==> src/rtl/keyboard_matrix_pkg.sv <==
// Shared constants for the PET keyboard matrix responder: Wishbone window,
// PIA register selects and matrix geometry.
package keyboard_matrix_pkg;

  localparam int          KBD_ROW_COUNT       = 10;
  localparam int          KBD_ADDR_WIDTH      = 4;
  localparam int          WB_ADDR_WIDTH       = 20;
  localparam logic [2:0]  WB_KBD_BASE         = 3'd3;
  localparam int          PIA_CR_DATA_SEL_BIT = 2;
  localparam logic [7:0]  KBD_NO_KEY          = 8'hFF;

  typedef enum logic [1:0] {
    PIA_PORTA = 2'd0,
    PIA_CRA   = 2'd1,
    PIA_PORTB = 2'd2,
    PIA_CRB   = 2'd3
  } pia_rs_e;

  // Wishbone byte address of a keyboard row; bits [16:4] are left at zero.
  function automatic logic [WB_ADDR_WIDTH-1:0] wb_kbd_addr(input logic [KBD_ADDR_WIDTH-1:0] row);
    return {WB_KBD_BASE, 13'd0, row};
  endfunction

endpackage

==> src/rtl/keyboard_matrix_wb_reg_target.sv <==
// Generic Wishbone register responder: window decode, single-cycle ack and
// registered read data. The parent owns the register storage.
module keyboard_matrix_wb_reg_target #(
  parameter int         BASE_WIDTH = 3,
  parameter int         DATA_WIDTH = 8,
  parameter logic [2:0] BASE       = 3'd0
) (
  input  logic                  clock_i,
  input  logic                  reset_n_i,
  input  logic [BASE_WIDTH-1:0] wb_window_i,
  input  logic                  wb_we_i,
  input  logic                  wb_cycle_i,
  input  logic                  wb_strobe_i,
  input  logic [DATA_WIDTH-1:0] rd_data_i,
  output logic [DATA_WIDTH-1:0] wb_data_o,
  output logic                  wb_ack_o,
  output logic                  wb_stall_o,
  output logic                  wr_en_o
);

  logic                  req;
  logic                  ack_d, ack_q;
  logic [DATA_WIDTH-1:0] data_d, data_q;

  assign req     = wb_cycle_i & wb_strobe_i & (wb_window_i == BASE);
  assign wr_en_o = req & wb_we_i;

  always_comb begin
    ack_d  = req;
    data_d = data_q;
    // Read data only moves on a read ack so it stays stable between reads.
    if (req && !wb_we_i) begin
      data_d = rd_data_i;
    end
  end

  always_ff @(posedge clock_i or negedge reset_n_i) begin
    if (!reset_n_i) begin
      ack_q  <= 1'b0;
      data_q <= '0;
    end else begin
      ack_q  <= ack_d;
      data_q <= data_d;
    end
  end

  assign wb_ack_o   = ack_q;
  assign wb_data_o  = data_q;
  assign wb_stall_o = 1'b0;

endmodule

==> src/rtl/keyboard_matrix.sv <==
// PET keyboard matrix: MCU fills rows over Wishbone, the CPU scans them by
// snooping PIA1 row select and reading column data on PORTB.
module keyboard_matrix
  import keyboard_matrix_pkg::*;
#(
  parameter int ROW_COUNT  = KBD_ROW_COUNT,
  parameter int ADDR_WIDTH = KBD_ADDR_WIDTH
) (
  input  logic        clock_i,
  input  logic        reset_n_i,
  input  logic [19:0] wb_addr_i,
  input  logic [7:0]  wb_data_i,
  output logic [7:0]  wb_data_o,
  input  logic        wb_we_i,
  input  logic        wb_cycle_i,
  input  logic        wb_strobe_i,
  output logic        wb_stall_o,
  output logic        wb_ack_o,
  input  logic        pia1_cs_i,
  input  logic [1:0]  pia1_rs_i,
  input  logic        cpu_we_i,
  input  logic        cpu_data_strobe_i,
  input  logic [7:0]  cpu_data_i,
  output logic [7:0]  cpu_data_o,
  output logic        cpu_data_oe_o
);

  logic [7:0]            rows_d [ROW_COUNT];
  logic [7:0]            rows_q [ROW_COUNT];
  logic [7:0]            cra_d, cra_q;
  logic [7:0]            crb_d, crb_q;
  logic [ADDR_WIDTH-1:0] row_sel_d, row_sel_q;

  logic [ADDR_WIDTH-1:0] wb_row;
  logic                  wb_wr_en;
  logic [7:0]            wb_rd_data;
  logic [7:0]            cpu_rd_data;
  logic                  cpu_wr;
  logic                  portb_rd;
  logic                  unused_bits;

  assign wb_row      = wb_addr_i[ADDR_WIDTH-1:0];
  assign unused_bits = ^{wb_addr_i[16:ADDR_WIDTH], cra_q, crb_q};

  keyboard_matrix_wb_reg_target #(
    .BASE_WIDTH (3),
    .DATA_WIDTH (8),
    .BASE       (WB_KBD_BASE)
  ) u_wb_target (
    .clock_i     (clock_i),
    .reset_n_i   (reset_n_i),
    .wb_window_i (wb_addr_i[19:17]),
    .wb_we_i     (wb_we_i),
    .wb_cycle_i  (wb_cycle_i),
    .wb_strobe_i (wb_strobe_i),
    .rd_data_i   (wb_rd_data),
    .wb_data_o   (wb_data_o),
    .wb_ack_o    (wb_ack_o),
    .wb_stall_o  (wb_stall_o),
    .wr_en_o     (wb_wr_en)
  );

  // Rows outside the matrix read as "no key pressed".
  always_comb begin
    wb_rd_data  = KBD_NO_KEY;
    cpu_rd_data = KBD_NO_KEY;
    for (int r = 0; r < ROW_COUNT; r++) begin
      if (wb_row == ADDR_WIDTH'(r)) wb_rd_data = rows_q[r];
      if (row_sel_q == ADDR_WIDTH'(r)) cpu_rd_data = rows_q[r];
    end
  end

  generate
    for (genvar gi = 0; gi < ROW_COUNT; gi++) begin : g_row
      always_comb begin
        rows_d[gi] = rows_q[gi];
        if (wb_wr_en && wb_row == ADDR_WIDTH'(gi)) rows_d[gi] = wb_data_i;
      end

      always_ff @(posedge clock_i or negedge reset_n_i) begin
        if (!reset_n_i) rows_q[gi] <= KBD_NO_KEY;
        else            rows_q[gi] <= rows_d[gi];
      end
    end
  endgenerate

  assign cpu_wr = cpu_data_strobe_i & pia1_cs_i & cpu_we_i;

  always_comb begin
    cra_d     = cra_q;
    crb_d     = crb_q;
    row_sel_d = row_sel_q;
    if (cpu_wr) begin
      case (pia1_rs_i)
        PIA_CRA: cra_d = cpu_data_i;
        PIA_CRB: crb_d = cpu_data_i;
        // With the data-select bit clear the CPU is writing DDRA, not the row.
        PIA_PORTA: if (cra_q[PIA_CR_DATA_SEL_BIT]) row_sel_d = cpu_data_i[ADDR_WIDTH-1:0];
        default: ;
      endcase
    end
  end

  always_ff @(posedge clock_i or negedge reset_n_i) begin
    if (!reset_n_i) begin
      cra_q     <= '0;
      crb_q     <= '0;
      row_sel_q <= '0;
    end else begin
      cra_q     <= cra_d;
      crb_q     <= crb_d;
      row_sel_q <= row_sel_d;
    end
  end

  assign portb_rd      = pia1_cs_i & ~cpu_we_i & (pia1_rs_i == PIA_PORTB) & crb_q[PIA_CR_DATA_SEL_BIT];
  assign cpu_data_oe_o = portb_rd;
  assign cpu_data_o    = portb_rd ? cpu_rd_data : KBD_NO_KEY;

endmodule

==> config.mk <==
export PLATFORM = sky130hd
export DESIGN_NAME = keyboard_matrix
export DESIGN_NICKNAME = d
export VERILOG_FILES = /design/src/rtl/keyboard_matrix_pkg.sv /design/src/rtl/keyboard_matrix_wb_reg_target.sv /design/src/rtl/keyboard_matrix.sv
export SDC_FILE = /design/constraint.sdc
export NUM_CORES = 1
export LEC_CHECK = 0
export ABC_AREA = 0
export CORE_UTILIZATION = 61
export DETAILED_ROUTE_END_ITERATION = 8
export GPL_TIMING_DRIVEN = 1
export HOLD_SLACK_MARGIN = 0.03
export PLACE_DENSITY_LB_ADDON = 0.2
export SLEW_MARGIN = 20
export SYNTH_ARGS = -nofsm -noshare
export SYNTH_HDL_FRONTEND = slang
export SYNTH_SLANG_ARGS = --single-unit
==> constraint.sdc <==
create_clock -name clock_i -period 8.8 [get_ports clock_i]
set_input_delay 2.64 -clock clock_i [delete_from_list [all_inputs] [get_ports clock_i]]
set_output_delay 2.64 -clock clock_i [all_outputs]
set_load 0.1 [all_outputs]
==> metrics.md <==
| Metric | Value |
|---|---|
| Status | `complete, no violations` |
| Yosys warnings | `0` |
| Synth Net Count | `533` |
| Critical Path Fanout Max | `9` |
| #FFs+latches synth | `95` |
| H-tree depth | `3` |
| DP Cell Count | `610` |
| RSZ-0062 raised after global routing | `false` |
| Final Non-Filler Cells | `626` |
| PD cells | `187.2 mW/mm2` |
| Hold WS | `0.4873 ns` |
| Finish-stage setup viols | `0` |
| Sum Neg Setup Slack | `0 ns` |
| DRC | `0` |
| Post-Place Worst Slack | `1.085 ns` |
| Fin util | `71.10%` |
| TritonCTS clock tree | `built` |
| Final min period | `7.720 ns` |
| Final WS setup | `1.080 ns` |
| Syn avg cell area | `11.12 um2` |
| Synth-to-layout area growth | `13.40%` |
| Vias | `4,269` |
| CTS Buf Count | `9` |
| GRT overflow | `0` |
| CORE AREA | `0.008636 mm2` |
| Max IR drop VDD | `0.09641 mV` |
| Antenna fix cells | `0` |
| Vias in the first global route | `4,251` |
| Cells after synthesis | `487` |
| Critical Path End Type | `output port` |
| Die area | `0.009256 mm2` |
| Cts repair resizes | `0` |
| Pins Over Slew Limit | `0` |
| Sequential element share of the synthesized area | `45.76%` |
| Post-CTS Setup Bufs | `0` |
| Setup crit start kind | `input pin` |
| First-pass GRT wire length | `21.91 mm` |
| Die Wd | `96.21 um` |
| Rows | `34` |
| Synth area leader | `dfstp_2` |
| Vias/cell | `6.819` |
| Clock sink count | `95` |
| Routed Antenna Nets | `0` |
| # port buffers | `46` |
| Final Hold Vio Count | `0` |
| Cell area after synthesis | `0.005414 mm2` |
| Initial antenna violation count | `0` |
| Cts hold-fix bufs | `0` |
| WS Path Type | `in -> out` |
| Pre-antenna DRT Iters | `5` |
| Total Routing Usage GR | `32.46%` |
| Reg clk slew, reported paths | `0.09 ns` |
| Slew at the pin with the worst max-slew slack | `0.9735 ns` |
| Cell variety after synth | `54` |
| Starting Density | `62.69%` |
| Routed WL | `14.02 mm` |
| Slew margin rel. | `34.89%` |
| Leak | `2.419 nW` |
| Most frequent cell after synthesis | `mux2_2` |
| Clk_lat worst skew | `0.37 ns` |
| FILL cells | `636` |
| Largest net degree at the start of global routing | `53` |
| Main area contributors after synthesis | `dfstp_2 (39%), mux2_2 (17%), dfrtp_1 (6.9%)` |
| Critical path required time | `6.16 ns` |
| Post-synth EDFFs | `0` |
| Drt wl/cell | `22.39 um` |
| Async SR Flop Fraction | `100.0%` |
| WP data arrival | `5.08 ns` |
| Max cap viols | `0` |
| Main synth FF type | `dfstp_2` |
| Top post-synthesis cells by count | `mux2_2 (84), dfstp_2 (80), nor2_1 (32)` |
| Share of layout cells above drive strength 1 | `40.73%` |
| Die Y | `96.21 um` |
| Fin crit share | `87.73%` |
| Iter 0 DRT Violations | `257` |
| Root Driver | `clkbuf_8` |
| Hold Path Class | `reg -> reg` |
| Clock skew | `0.008595 ns` |
| Clk buf depth | `2` |
| GPL Wtd Cong | `0.9013` |
| Share of the synthesized area in the top cell type | `38.83%` |
| DP HPWL | `9.368 mm` |
| Nets | `559` |
| IO Pins | `65` |
| Fmax | `129.5 MHz` |
layer usage:
layer	vias to the layer above	global-route usage (%)	wire [um]
met5	-	0	0
met4	0	17.16	570
met3	55	5.371	1055
met2	210	52.96	6786
met1	2138	41.36	5605
li1	1866	-	-
cell families (layout without fill, tap and decap cells):
| logic type | Yosys count | after routing | synth area share, % |
|---|---|---|---|
| flip-flops | 95 | 95 | 45.76 |
| AO/OA/AOI/OAI | 111 | 111 | 13.75 |
| multiplexers | 114 | 114 | 25.14 |
| other | 1 | 1 | 0.06927 |
| AND/OR/NAND/NOR | 117 | 117 | 11.62 |
| buffers and inverters | 49 | 80 | 3.652 |
cells in the final DEF, fill, tap and decap left out, types with 3 or more instances in the layout:
master           synthesis  routed
mux2_2                  84      84
dfstp_2                 80      80
clkdlybuf4s50_1          0      43
nor2_1                  32      32
o21ai_0                 29      29
a21oi_1                 17      17
nand2_1                 16      16
mux2i_1                 16      16
dfrtp_1                 15      15
nor2b_1                 14      14
buf_4                    1      11
inv_1                   10      10
clkbuf_8                 0      10
nand2b_1                 9       9
o22ai_1                  9       9
o211ai_1                 9       9
nand3_1                  9       9
nor3_1                   9       9
a221oi_1                 8       8
mux2_4                   8       8
or3_1                    7       7
mux4_2                   6       6
a31oi_1                  5       5
nand3b_1                 4       4
o221ai_1                 4       4
nor3b_1                  4       4
a211oi_1                 4       4
o22a_1                   4       4
a2111oi_0                3       3
o21a_1                   3       3
sequential cells by signal, indices dropped and copies added (netlist names):
signal,count
rows_q,80
u_wb_target.wb_data_o,8
row_sel_q,4
cra_q,1
crb_q,1
u_wb_target.wb_ack_o,1
worst paths after layout:
path                                                       from                                   end  slack (ns)  depth (start not counted)
hold / removal             u_wb_target.wb_data_o[0]$_DFFE_PN0P_  u_wb_target.wb_data_o[0]$_DFFE_PN0P_        0.49                          2
max in group asynchronous                             reset_n_i  u_wb_target.wb_data_o[4]$_DFFE_PN0P_        5.48                          2
hold reg to reg            u_wb_target.wb_data_o[0]$_DFFE_PN0P_  u_wb_target.wb_data_o[0]$_DFFE_PN0P_        0.49                          2
setup reg to reg                         rows_q[69]$_DFFE_PN1P_  u_wb_target.wb_data_o[5]$_DFFE_PN0P_        6.96                          5
setup / recovery                                   pia1_rs_i[1]                         cpu_data_o[4]        1.08                          5
min in group asynchronous                             reset_n_i                  crb_q[2]$_DFFE_PN0P_        2.26                          1
worst max-delay path, stage by stage:
cell and delay [ns]:
clkdlybuf4s50_1 0.47, nand2_1 0.10, nor4b_4 0.62, o211ai_1 0.22, clkdlybuf4s50_1 1.02
metrics by stage:
step | power (mW) | cell area (um2)
global route | 1.195 | 6140
global placement | 0.8189 | 5917
finish | 1.150 | 6140
detailed placement | 0.8239 | 5917
floorplan | 0.7281 | 5429
CTS | 1.146 | 6140
final cells by class:
| type | count | area (um2) | area share [%] |
|---|---|---|---|
| multi-input combinational | 343 | 2754 | 44.85 |
| sequential | 95 | 2477 | 40.35 |
| timing repair buffer | 54 | 513.0 | 8.355 |
| clock buffer | 11 | 141.4 | 2.303 |
| tap | 108 | 135.1 | 2.201 |
| clock inverter | 5 | 81.33 | 1.325 |
| inverter | 10 | 37.54 | 0.6114 |
power by group:
group	switching [mW]	leakage (nW)	internal [mW]
registers	0.0278	1.01	0.471
clock network	0.159	0.110	0.168
logic	0.213	1.30	0.111
No activity file was read; power rests on OpenSTA's default activity.
